**config.mk**
```make
export PLATFORM = sky130hd
export DESIGN_NAME = uart_cmd_engine
export DESIGN_NICKNAME = d
export VERILOG_FILES = /design/src/rtl/uart_cmd_engine.sv
export SDC_FILE = /design/constraint.sdc
export NUM_CORES = 1
export LEC_CHECK = 0
export ABC_CLOCK_PERIOD_IN_PS = 2900
export BUFFER_PORTS_ARGS = -buffer_cell sky130_fd_sc_hd__buf_2
export CAP_MARGIN = 30
export CORE_UTILIZATION = 55
export CTS_CLUSTER_DIAMETER = 30
export CTS_CLUSTER_SIZE = 24
export DETAILED_ROUTE_END_ITERATION = 8
export PLACE_DENSITY = 0.82
export REMOVE_ABC_BUFFERS = 1
export SLEW_MARGIN = 5
export SYNTH_ARGS = -nofsm -noshare
export SYNTH_HDL_FRONTEND = slang
export SYNTH_SLANG_ARGS = --single-unit
```
**constraint.sdc**
```tcl
create_clock -name clk_100MHz -period 2.9 [get_ports clk_100MHz]
set_clock_uncertainty 0.05 [all_clocks]
set_input_delay 0 -clock clk_100MHz [delete_from_list [all_inputs] [get_ports clk_100MHz]]
set_output_delay 0 -clock clk_100MHz [all_outputs]
set_load 0.005 [all_outputs]
```
**src/rtl/uart_cmd_engine.sv**
```systemverilog
// Frame-level UART command processor: capture, decode, respond, trigger.
// Optional checksum check/generation enabled by UART_CMD_CHECKSUM_EN.
module uart_cmd_engine #(
  parameter int FRAME_BYTES = 18,
  parameter int NUM_REGS    = 8,
  parameter int TX_HOLDOFF  = 4096
) (
  input  logic                     clk_100MHz,
  input  logic                     reset,
  input  logic                     rx_valid,
  input  logic [FRAME_BYTES*8-1:0] rx_frame,
  output logic                     tx_trigger,
  output logic [FRAME_BYTES*8-1:0] tx_frame,
  output logic                     busy,
  output logic [7:0]               reg0_out,
  output logic [7:0]               drop_count
);

  localparam int FW = FRAME_BYTES * 8;
  localparam int AW = (NUM_REGS > 1) ? $clog2(NUM_REGS) : 1;
  localparam int CW = (TX_HOLDOFF > 1) ? $clog2(TX_HOLDOFF) : 1;

  typedef enum logic [2:0] {
    IDLE, DECODE, BUILD, SEND, HOLDOFF
  } state_t;

  typedef enum logic [2:0] {
    RSP_K, RSP_R, RSP_A, RSP_E, RSP_S, RSP_N
  } rsp_t;

  state_t          state, state_nxt;
  rsp_t            rsp;
  logic [7:0]      err;
  logic [7:0]      ok_count;
  logic [FW-1:0]   cap;
  logic [FW-1:0]   resp;
  logic [CW-1:0]   cnt;
  logic [7:0]      regs [NUM_REGS];
  logic [7:0]      op, addr, data;
  logic            addr_ok, sum_ok;

  assign op      = cap[7:0];
  assign addr    = cap[15:8];
  assign data    = cap[23:16];
  assign addr_ok = {1'b0, addr} < 9'(NUM_REGS);

`ifdef UART_CMD_CHECKSUM_EN
  logic [7:0] sum_rx;
  always_comb begin
    sum_rx = '0;
    for (int k = 0; k < FRAME_BYTES - 1; k++)
      sum_rx ^= cap[8*k +: 8];
  end
  assign sum_ok = (sum_rx == cap[FW-1 -: 8]);
`else
  assign sum_ok = 1'b1;
`endif

  assign busy       = (state != IDLE);
  // A reset in the SEND cycle must swallow the pulse.
  assign tx_trigger = (state == SEND) && !reset;
  assign reg0_out   = regs[0];

  always_ff @(posedge clk_100MHz) begin
    if (reset) state <= IDLE;
    else       state <= state_nxt;
  end

  always_comb begin
    state_nxt = state;
    unique case (state)
      IDLE:    if (rx_valid) state_nxt = DECODE;
      DECODE:  state_nxt = BUILD;
      BUILD:   state_nxt = SEND;
      SEND:    state_nxt = HOLDOFF;
      HOLDOFF: if (cnt == '0) state_nxt = IDLE;
      default: state_nxt = IDLE;
    endcase
  end

  always_comb begin
    resp = '0;
    unique case (rsp)
      RSP_K: begin
        resp[7:0]   = 8'h4B;
        resp[15:8]  = addr;
        resp[23:16] = data;
      end
      RSP_R: begin
        resp[7:0]   = 8'h52;
        resp[15:8]  = addr;
        resp[23:16] = regs[addr[AW-1:0]];
      end
      RSP_A: begin
        for (int k = 0; k < FRAME_BYTES - 1; k++)
          resp[8*k +: 8] = 8'h30 + 8'((k + 1) % 10);
      end
      RSP_E: resp = cap;
      RSP_S: begin
        resp[7:0]   = 8'h53;
        resp[15:8]  = drop_count;
        resp[23:16] = ok_count;
      end
      default: begin
        resp[7:0]   = 8'h4E;
        resp[15:8]  = err;
      end
    endcase
`ifdef UART_CMD_CHECKSUM_EN
    if (rsp != RSP_E) begin
      for (int k = 0; k < FRAME_BYTES - 1; k++)
        resp[FW-1 -: 8] ^= resp[8*k +: 8];
    end
`endif
  end

  always_ff @(posedge clk_100MHz) begin
    if (reset) begin
      cap        <= '0;
      rsp        <= RSP_N;
      err        <= '0;
      tx_frame   <= '0;
      cnt        <= '0;
      drop_count <= '0;
      ok_count   <= '0;
      for (int i = 0; i < NUM_REGS; i++)
        regs[i] <= '0;
    end else begin
      if (rx_valid && busy && drop_count != 8'hFF)
        drop_count <= drop_count + 8'd1;
      unique case (state)
        IDLE: if (rx_valid) cap <= rx_frame;
        DECODE: begin
          err <= '0;
          if (!sum_ok) begin
            rsp <= RSP_N;
            err <= 8'h03;
          end else if (op == 8'h57 || op == 8'h52) begin
            rsp <= (op == 8'h57) ? RSP_K : RSP_R;
            if (!addr_ok) begin
              rsp <= RSP_N;
              err <= 8'h01;
            end
          end else if (op == 8'h41) rsp <= RSP_A;
          else if (op == 8'h45) rsp <= RSP_E;
          else if (op == 8'h53) rsp <= RSP_S;
          else begin
            rsp <= RSP_N;
            err <= 8'h02;
          end
        end
        BUILD: begin
          tx_frame <= resp;
          if (rsp == RSP_K) regs[addr[AW-1:0]] <= data;
          if (rsp != RSP_N) ok_count <= ok_count + 8'd1;
        end
        SEND:    cnt <= CW'(TX_HOLDOFF - 1);
        HOLDOFF: if (cnt != '0) cnt <= cnt - 1'b1;
        default: ;
      endcase
    end
  end

endmodule
```
==> flow_metrics.tcl <==
set metrics [dict create \
    cp_top_family "simple AND/OR/NAND/NOR gates" \
    fin_crit_sh_pct 89.85 \
    clk_latency_ns 0.57 \
    dp.cells 2200 \
    power_frac_clock_pct 55.7 \
    cpPeakStageDelay_ns 0.55 \
    cts_tree "done" \
    max-vdd-ir-drop_mv 0.7658 \
    via_per_inst 6.039 \
    ys_ff_latch 391 \
    drtIter0Drc 1656 \
    path_cells "nor3_1 > nand2_4 > buf_12 > nand2_1 > a21oi_1 > dlygate4sd3_1" \
    startpoint_type "flip-flop" \
    first_pass_iters 6 \
    syn_area_per_cell_um2 9.098 \
    stdcell_count 2501 \
    wl_per_cell_um 20.45 \
    rsz0062_at_grt "no" \
    end_kind "flip-flop" \
    rows 60 \
    crit_slowest_cell "dlygate4sd3_1" \
    fin_hold_ws_ns 0.1591 \
    wl_um 51140 \
    ctsHtreeMaxLevel 3 \
    max_freq_ghz 0.3838 \
    async_flop_share_pct 0 \
    slew_headroom_pct 30.46 \
    fin_area_um2 21060 \
    hold_class "input pin to flip-flop" \
    fin_nets 2245 \
    grt_pass1_wl_um 80060 \
    dieArea_um2 28180 \
    cts-root-buf "clkbuf_16" \
    io_pins 309 \
    pre_cts_slack_ns 0.3402 \
    place_congestion 0.8853 \
    post-cts-setup-buffers 0 \
    synth_edf_count 64 \
    grt_max_degree 158 \
    ant_nets 0 \
    synth_seq_area_share_pct 55.97 \
    final_hold_viol_count 0 \
    worstSetupPathType "flip-flop to flip-flop" \
    die_w_um 167.9 \
    power_frac_seq_pct 37.1 \
    syn2layout_area_growth_pct 39.21 \
    grt_pass1_vias 15160 \
    synth_area_leaders "dfxtp_1, edfxtp_1, nand2_1, a21oi_1, a22oi_1" \
    path_clk_slew_ns 0.06 \
    p_leak_nw 8.395 \
    dp_hpwl_um 25770 \
    drv_cap 0 \
    cp_max_fo 59 \
    drive_gt1_share_pct 21.99 \
    synthCells 1663 \
    fin_ws_ns 0.2945 \
    worstMarginPinSlew_ns 1.043 \
    fp.dieH_um 167.9 \
    synth_area_um2 15130 \
    netSwitchingFraction_pct 24.70 \
    min_period_ns 2.606 \
    cts.sinks 391 \
    port_buffers 308 \
    comb_power_share_pct 7.2 \
    critical_path_arrival_ns 2.99 \
    final_cell_mix "nand2_1, dfxtp_1, buf_2, a21oi_1, dlygate4sd3_1" \
    placed_cell_area_um2 16850 \
    cts_buffers 74 \
    status "complete, no violations" \
    vias 15100 \
    tns_ns 0 \
    overflow 0 \
    synth_top_area_cell "dfxtp_1" \
    cellPowerDensity_nw_per_um2 754.0 \
    p_int_mw 11.96 \
    coreArea_um2 26950 \
    antenna_found_initial 2 \
    setup_viol 0 \
    clk_path_buf_depth 3 \
    ys_warn_count 0 \
    synth_cell_types 62 \
    fill_cells 1495 \
    switchingPower_mw 3.923 \
    final_common_cell "nand2_1" \
    cp.required_ns 3.29 \
    cp.buffers_inverters 2 \
    drv_slew 0 \
    drc 0 \
    floorplan.initialDensity_pct 56.14 \
    ys.flop_type "dfxtp_1" \
    synth_top_area_share_pct 43.26 \
    track_usage_pct 35.92 \
]
repair_timing:
| action | 4_1_cts | 5_1_grt |
|---|---|---|
| hold buffers | 159 | 0 |
| gates resized for setup | 0 | 0 |
| endpoints found under the setup margin | 0 | 0 |
| hold endpoints to repair | 163 | 0 |
stage by stage:
step           total power, mW  utilization (%)
2_1_floorplan            6.438                -
3_3_place_gp             6.838            62.52
3_5_place_dp             6.870            62.52
4_1_cts                  15.77            78.12
5_1_grt                  16.29            78.14
6_report                 15.88            78.16
synth_stat cells, types with 5 or more instances:
library cell and number:
nand2_1 370, a222oi_1 8, nor3_1 8, a211oi_1 18, nand3_1 16, o21ai_0 10
and2_1 70, xnor2_1 6, o31ai_1 5, a21oi_1 235, or2_1 9, o211ai_1 54
mux2i_1 34, dfxtp_1 327, clkbuf_1 105, edfxtp_1 64, nor2_1 112, buf_2 13
nor3b_1 6, nor4_1 7, or3_1 8, buf_1 11, a311oi_1 11, or4_1 5
a22oi_1 81, inv_1 5
sequential cells by signal (all words and copies together), names as in the netlist, named ones only:
| register | count |
|---|---|
| cap | 144 |
| tx_frame | 144 |
| regs | 64 |
| cnt | 12 |
| drop_count | 8 |
| ok_count | 8 |
| rsp | 3 |
| state | 3 |
| err | 2 |
cell families (layout without fill, tap and decap cells):
logic type,count (synthesis),after routing,share of synthesized area [%]
AO/OA/AOI/OAI,438,438,17.94
XOR/XNOR,8,8,0.4631
multiplexers,35,35,2.324
flip-flops,391,391,55.97
buffers and inverters,141,634,3.812
other,0,4,0
adder cells (fa/ha/maj),8,8,0.5954
AND/OR/NAND/NOR,642,642,18.90
power groups by stage:
| stage | sequential [mW] | clock [mW] | combinational, mW |
|---|---|---|---|
| after floorplan | 5.94 | 0 | 0.497 |
| after global placement | 5.97 | 0 | 0.870 |
| after detailed placement | 5.98 | 0 | 0.888 |
| after CTS | 5.88 | 8.81 | 1.08 |
| after global routing | 5.91 | 9.15 | 1.22 |
| final | 5.90 | 8.84 | 1.14 |
metal layers:
metal	global-route usage (%)	wire length (um)	vias to the layer above
li1	-	-	6681
met1	41.96	18560	7094
met2	59.95	24570	1075
met3	8.533	5051	253
met4	21.98	2963	0
met5	0	0	-
final timing paths:
| kind | to | from | depth (start not counted) | slack (ns) |
|---|---|---|---|---|
| worst min register to register | tx_frame[61] | tx_frame[61] | 2 | 0.39 |
| worst max-delay path | cap[7] | state[2] | 6 | 0.29 |
| worst max register to register | cap[7] | state[2] | 6 | 0.29 |
| worst min-delay path | cap[105] | rx_frame[105] | 4 | 0.16 |
final cells by class:
| cell class | count | area, um2 | area share [%] |
|---|---|---|---|
| clock buffer | 92 | 2032 | 9.647 |
| clock inverter | 46 | 580.6 | 2.756 |
| tap | 341 | 426.7 | 2.026 |
| sequential | 391 | 8468 | 40.20 |
| timing repair buffer | 489 | 3408 | 16.18 |
| inverter | 7 | 26.28 | 0.1247 |
| antenna | 4 | 10.01 | 0.04752 |
| multi-input combinational | 1131 | 6112 | 29.02 |
worst reg2reg max path, delay by kind of cell, from the launching register on:
family | cells | cell delay, ns
compound gates | 1 | 0.06
buf+inv | 2 | 0.91
flops | 1 | 0.40
simple gates | 3 | 1.07
No activity file was read; power rests on OpenSTA's default activity.
